--- src/rtl/alu_ops_pkg.sv ---
// ----------------------------------------------------------------------------
// alu_ops_pkg : shared ALU op codes and sequencer state encoding
// Rev 1.0
// ----------------------------------------------------------------------------
`default_nettype none

package alu_ops_pkg;

  typedef logic [2:0] alu_op_t;

  localparam alu_op_t OP_ADD = 3'b000;
  localparam alu_op_t OP_SUB = 3'b001;
  localparam alu_op_t OP_AND = 3'b010;
  localparam alu_op_t OP_OR  = 3'b011;
  localparam alu_op_t OP_SLT = 3'b100;
  localparam alu_op_t OP_SLL = 3'b101;
  localparam alu_op_t OP_SRL = 3'b110;
  localparam alu_op_t OP_SRA = 3'b111;

  localparam logic [1:0] ST_IDLE  = 2'd0;
  localparam logic [1:0] ST_SHIFT = 2'd1;
  localparam logic [1:0] ST_DONE  = 2'd2;

  function automatic logic is_shift(input alu_op_t op);
    return (op == OP_SLL) || (op == OP_SRL) || (op == OP_SRA);
  endfunction

endpackage

`default_nettype wire

--- src/rtl/alu_seq_unit_if.sv ---
// ----------------------------------------------------------------------------
// alu_seq_unit_if : request/result bundle between operand muxes and the ALU
// Rev 1.0
// ----------------------------------------------------------------------------
`default_nettype none

interface alu_seq_unit_if #(
  parameter int DATA_WIDTH = 32
);
  import alu_ops_pkg::*;

  logic                  en;
  logic                  start;
  alu_op_t               ALUControl;
  logic [DATA_WIDTH-1:0] SrcA;
  logic [DATA_WIDTH-1:0] SrcB;
  logic [DATA_WIDTH-1:0] ALUResult;
  logic                  Zero;
  logic                  busy;
  logic                  done;

  modport master (
    output en, start, ALUControl, SrcA, SrcB,
    input  ALUResult, Zero, busy, done
  );

  modport slave (
    input  en, start, ALUControl, SrcA, SrcB,
    output ALUResult, Zero, busy, done
  );

endinterface

`default_nettype wire

--- src/rtl/alu_shift_step.sv ---
// ----------------------------------------------------------------------------
// alu_shift_step : combinational one-position shift (left, logical or arith right)
// Rev 1.0
// ----------------------------------------------------------------------------
`default_nettype none

module alu_shift_step #(
  parameter int DATA_WIDTH = 32
) (
  input  logic [DATA_WIDTH-1:0] data_i,
  input  logic                  right_i,
  input  logic                  arith_i,
  output logic [DATA_WIDTH-1:0] data_o
);

  always_comb begin
    if (right_i) begin
      data_o = {arith_i & data_i[DATA_WIDTH-1], data_i[DATA_WIDTH-1:1]};
    end else begin
      data_o = {data_i[DATA_WIDTH-2:0], 1'b0};
    end
  end

endmodule

`default_nettype wire

--- src/rtl/alu_seq_unit.sv ---
// ----------------------------------------------------------------------------
// alu_seq_unit : registered ALU, single-cycle logic/arith, bit-serial shifts
// Rev 1.0
// ----------------------------------------------------------------------------
`default_nettype none

module alu_seq_unit
  import alu_ops_pkg::*;
#(
  parameter int DATA_WIDTH = 32
) (
  input  logic           clk,
  input  logic           rst,
  alu_seq_unit_if.slave  bus
);

  localparam int SHW = $clog2(DATA_WIDTH);

  logic [1:0]            state_q, state_d;
  logic [SHW-1:0]        cnt_q, cnt_d;
  alu_op_t               op_q, op_d;
  logic [DATA_WIDTH-1:0] res_q, res_d;

  logic [DATA_WIDTH-1:0] w_alu_res;
  logic [DATA_WIDTH-1:0] w_shift_res;
  logic [SHW-1:0]        w_shamt;
  logic                  w_lt;

  assign w_shamt = bus.SrcB[SHW-1:0];
  assign w_lt    = $signed(bus.SrcA) < $signed(bus.SrcB);

  always_comb begin
    w_alu_res = '0;
    case (bus.ALUControl)
      OP_ADD:  w_alu_res = bus.SrcA + bus.SrcB;
      OP_SUB:  w_alu_res = bus.SrcA - bus.SrcB;
      OP_AND:  w_alu_res = bus.SrcA & bus.SrcB;
      OP_OR:   w_alu_res = bus.SrcA | bus.SrcB;
      OP_SLT:  w_alu_res = {{(DATA_WIDTH-1){1'b0}}, w_lt};
      default: w_alu_res = '0;
    endcase
  end

  // The result register doubles as the shift register while in SHIFT.
  alu_shift_step #(
    .DATA_WIDTH (DATA_WIDTH)
  ) u_shift_step (
    .data_i  (res_q),
    .right_i (op_q != OP_SLL),
    .arith_i (op_q == OP_SRA),
    .data_o  (w_shift_res)
  );

  always_comb begin
    state_d = state_q;
    cnt_d   = cnt_q;
    op_d    = op_q;
    res_d   = res_q;
    if (bus.en) begin
      case (state_q)
        ST_IDLE: begin
          if (bus.start) begin
            if (!is_shift(bus.ALUControl)) begin
              res_d   = w_alu_res;
              state_d = ST_DONE;
            end else if (w_shamt == '0) begin
              res_d   = bus.SrcA;
              state_d = ST_DONE;
            end else begin
              res_d   = bus.SrcA;
              cnt_d   = w_shamt;
              op_d    = bus.ALUControl;
              state_d = ST_SHIFT;
            end
          end
        end
        ST_SHIFT: begin
          res_d = w_shift_res;
          cnt_d = cnt_q - SHW'(1);
          if (cnt_q == SHW'(1)) begin
            state_d = ST_DONE;
          end
        end
        ST_DONE: state_d = ST_IDLE;
        default: state_d = ST_IDLE;
      endcase
    end
  end

  always_ff @(posedge clk) begin
    if (rst) begin
      state_q <= ST_IDLE;
      cnt_q   <= '0;
      op_q    <= OP_ADD;
      res_q   <= '0;
    end else begin
      state_q <= state_d;
      cnt_q   <= cnt_d;
      op_q    <= op_d;
      res_q   <= res_d;
    end
  end

  assign bus.ALUResult = res_q;
  assign bus.Zero      = (res_q == '0);
  assign bus.busy      = (state_q != ST_IDLE);
  assign bus.done      = (state_q == ST_DONE);

endmodule

`default_nettype wire

--- src/flat_wrapper.sv ---
// flat-port wrapper written by rule: the top's interface ports become plain ports
module alu_seq_unit_flat import alu_ops_pkg::*;
#(
  parameter int DATA_WIDTH = 32
)
  (clk, rst, bus_en, bus_start, bus_ALUControl, bus_SrcA, bus_SrcB, bus_ALUResult, bus_Zero, bus_busy, bus_done);
  alu_seq_unit_if #(.DATA_WIDTH(DATA_WIDTH)) bus_i ();
  input  logic clk;
  input  logic rst;
  input wire logic [$bits(bus_i.en)-1:0] bus_en;
  input wire logic [$bits(bus_i.start)-1:0] bus_start;
  input wire logic [$bits(bus_i.ALUControl)-1:0] bus_ALUControl;
  input wire logic [$bits(bus_i.SrcA)-1:0] bus_SrcA;
  input wire logic [$bits(bus_i.SrcB)-1:0] bus_SrcB;
  output wire logic [$bits(bus_i.ALUResult)-1:0] bus_ALUResult;
  output wire logic [$bits(bus_i.Zero)-1:0] bus_Zero;
  output wire logic [$bits(bus_i.busy)-1:0] bus_busy;
  output wire logic [$bits(bus_i.done)-1:0] bus_done;
  assign bus_i.en = bus_en;
  assign bus_i.start = bus_start;
  assign bus_i.ALUControl = bus_ALUControl;
  assign bus_i.SrcA = bus_SrcA;
  assign bus_i.SrcB = bus_SrcB;
  assign bus_ALUResult = bus_i.ALUResult;
  assign bus_Zero = bus_i.Zero;
  assign bus_busy = bus_i.busy;
  assign bus_done = bus_i.done;
  alu_seq_unit #(.DATA_WIDTH(DATA_WIDTH)) u_core (.clk(clk), .rst(rst), .bus(bus_i));
endmodule
--- config.mk ---
export PLATFORM = sky130hd
export DESIGN_NAME = alu_seq_unit_flat
export DESIGN_NICKNAME = d
export VERILOG_FILES = /design/src/rtl/alu_ops_pkg.sv /design/src/rtl/alu_seq_unit_if.sv /design/src/rtl/alu_shift_step.sv /design/src/rtl/alu_seq_unit.sv /design/src/flat_wrapper.sv
export SDC_FILE = /design/constraint.sdc
export NUM_CORES = 1
export LEC_CHECK = 0
export BUFFER_PORTS_ARGS = -buffer_cell sky130_fd_sc_hd__buf_2
export CAP_MARGIN = 30
export CORE_MARGIN = 2
export CORE_UTILIZATION = 50
export DETAILED_ROUTE_END_ITERATION = 8
export GPL_TIMING_DRIVEN = 0
export PLACE_DENSITY = 0.71
export SYNTH_ARGS = -nofsm -noshare
export SYNTH_HDL_FRONTEND = slang
export SYNTH_SLANG_ARGS = --single-unit
--- constraint.sdc ---
create_clock -name clk -period 3.84 [get_ports clk]
set_input_delay 0.768 -clock clk [delete_from_list [all_inputs] [get_ports clk]]
set_output_delay 0.768 -clock clk [all_outputs]
set_load 0.02 [all_outputs]
==> results.toml <==
[synth]
synth_fp_nets = 1291
yosys_warnings = 0
yosysSeqAreaShare_pct = 10.9
synthCells = 1105
syn_area_um2 = 7740
avgSynthCellArea_um2 = 7.01
async_flop_share_pct = 0
synth.largest_area_cell = "ha_1"
yosysTopAreaCellShare_pct = 18.3
synth-seq-cells = 42
synth.area.top_cells = "ha_1 (18%), dfxtp_1 (11%), a21oi_1 (8.4%)"
synth-edff-count = 0
synth_cell_types = 84
ys.flop_type = "dfxtp_1"

[timing]
setup_viol = 0
slew_headroom_pct = 23.8
finalClockSkew_ns = 0.00585
finalHoldViolCount = 0
setup_slack_ns = 0.00635
drv_slew = 0
rsz0062_at_grt = "yes"
worstMarginPinSlew_ns = 1.14
fin_crit_ns = 3.83
max_clock_freq_ghz = 0.261
fin_crit_sh_pct = 99.8

[cells_and_area]
layout.nets = 1416
antenna_cells = 0
finalInstanceArea_um2 = 9080
layout-drive-gt1-share_pct = 16.0
final_common_cell = "a21oi_1"
area_growth_pct = 17.3
final_cell_mix = "a21oi_1 (126), ha_1 (108), nor2_1 (106)"

[pwr]
switching_share_pct = 46.0
pwr-share-seq_pct = 22.8
p_int_mw = 1.25
p_switching_mw = 1.06
combinationalPowerShare_pct = 55.8
power.density_nw_per_um2 = 254
clkPwrFrac_pct = 21.4
leakagePower_nw = 4.17
peakVddDrop_uv = 177

[cts]
cts_hold_buf = 0
clkTransAtPathRegs_ns = 0.06
cts_max_path_buffers = 2
cts_tree = "yes"
cts-htree-levels = 2
cts_buffers = 5
cts_root_buffer = "clkbuf_16"
cts.sinks = 42
clk_latency_ns = 0.29

[setup_path]
r2r_cells = 7
arrival_ns = 3.99
cp_slowest_cell = "a222oi_1"
max_stage_delay_ns = 0.60
critPathLaunchType = "primary input"
cp.required_ns = 3.99
r2r_slack_ns = 0.93
timing.rr.start = "u_core.state_q[0]"
critPathBufInv = 3
crit_type = "in -> reg"
crit_path_max_fanout = 10
crit_chain = "clkbuf_4 -> inv_1 -> ha_1 -> buf_6 -> nor4_4 -> o21bai_4 -> a41oi_2 -> a221oi_4 -> o311a_1 -> a221o_1 -> a222oi_1 -> o221a_1 -> nor3_1"
r2r_end = "u_core.bus.ALUResult[14]"
cp_top_family = "compound AO/OA/AOI/OAI gates"
crit_path_end_kind = "flop"

[drt]
vias_per_cell = 6.67
via_count = 9461
antenna_left = 0
dr.pass1.iters = 6
routed_wirelength_mm = 32.5
remaining_drc_errors = 0
routedWlPerCell_um = 22.9
first_iter_violations = 1353

[die]
core_um2 = 15100
start_util_pct = 51.1
dieArea_um2 = 16500
rows = 45
ioPinCount = 106
die_width_um = 128
die_h_um = 128

[job]
drv_cap = 0

[hold_path]
hold-path-cell-count = 2
hold_start = "u_core.op_q[2]"
hold_path_class = "reg -> reg"
hold_end = "u_core.op_q[2]"

[placement]
gp_congestion = 1.03
place_ws_ns = -0.702
place_hpwl_mm = 24.8
placed_area_um2 = 8500
port_buffers = 103

[global_routing]
grt_overflow_total = 0
antenna_found_initial = 0
grt_pass1_vias = 8522
grt_max_degree = 15
grt_util_all_layers_pct = 37.8
grt_pass1_wl_mm = 48.7

[outcome]
outcome = "completed"
-- sequential cells by signal, indices dropped and copies added (netlist names) --
signal	count
u_core.cnt_q	5
u_core.bus.ALUResult	32
u_core.op_q	3
u_core.state_q	2
-- what timing repair did --
action,4_1_cts,5_1_grt
setup endpoints to repair,5,12
pin swaps,4,24
gates resized for setup,9,48
buffers inserted,4,13
-- routing by layer --
metal,wire length (um),up-vias,track usage (%)
met5,0,-,0
met4,1110,0,14.4
met3,3760,91,4.37
met2,14400,623,59.9
met1,13200,4436,52.7
li1,-,4311,-
-- power groups by stage --
stage               Sequential (mW)  Combinational (mW)  Clock [mW]
finish                        0.525                1.29       0.495
global route                  0.530                1.38       0.514
CTS                           0.523                1.17       0.494
detailed placement            0.532                1.14           0
global placement              0.532                1.14           0
floorplan                     0.553               0.735           0
-- cell type report --
class,instances,area (um2)
clock inverter,3,43.8
multi-input combinational,892,6510
tap,188,235
inverter,98,368
fill,1510,6060
clock buffer,5,125
sequential,42,841
buffer,70,302
timing repair buffer,121,664
-- worst max-delay path by stage --
| stage | from | endpoint | depth (start not counted) |
|---|---|---|---|
| floorplan | bus_SrcA[0] | u_core.bus.ALUResult[26] | 13 |
| global placement | bus_SrcB[3] | u_core.bus.ALUResult[31] | 14 |
| detailed placement | bus_SrcB[3] | u_core.bus.ALUResult[21] | 14 |
| CTS | bus_SrcB[1] | u_core.bus.ALUResult[21] | 13 |
| global route | bus_SrcA[0] | u_core.bus.ALUResult[26] | 14 |
| finish | bus_SrcB[4] | u_core.bus.ALUResult[21] | 13 |
-- Yosys cell counts (all sizes together) (5+ instances only) --
library cell and number:
ha 113, nand4 6, nand3 19, or3 5
nand2b 6, and3 6, nor4 15, o21ai 88
a21oi 131, o22ai 11, nor3 25, nand2 72
clkbuf 56, o31ai 9, nor2b 11, a31oi 15
o21bai 18, a2111oi 5, mux2 12, mux2i 28
xnor2 12, a21o 17, a211oi 18, o211ai 16
a221oi 10, a22oi 14, dfxtp 42, a2bb2oi 10
o221ai 16, inv 97, buf 17, nor2 106
-- cell families after synthesis --
| kind of cell | synth area share [%] |
|---|---|
| simple gates | 17.1 |
| fa+ha+maj | 18.8 |
| compound gates | 37.6 |
| xor+xnor | 1.70 |
| buf+inv | 8.63 |
| flops | 10.9 |
| mux | 5.36 |
-- through the flow --
stage	hold WS (ns)	instances	total power, mW	TNS [ns]	util [%]
5_1_grt	0.478	1419	2.42	-0.139	60.0
2_1_floorplan	0.426	1105	1.29	0	-
3_5_place_dp	0.445	1396	1.68	-4.44	56.1
3_3_place_gp	0.436	1396	1.67	-4.33	56.1
6_report	0.465	1419	2.31	0	60.0
4_1_cts	0.459	1407	2.19	0	57.7
-- worst register-to-register path, cell delays in order, from the launching register on --
cell and delay (ns):
dfxtp_1 0.30, clkbuf_1 0.24, o211ai_1 0.41, nor2_1 1.00, o21ai_0 0.21, a21oi_1 0.18
o221ai_1 0.25, a21oi_1 0.24
(Power assumes the default switching activity.)
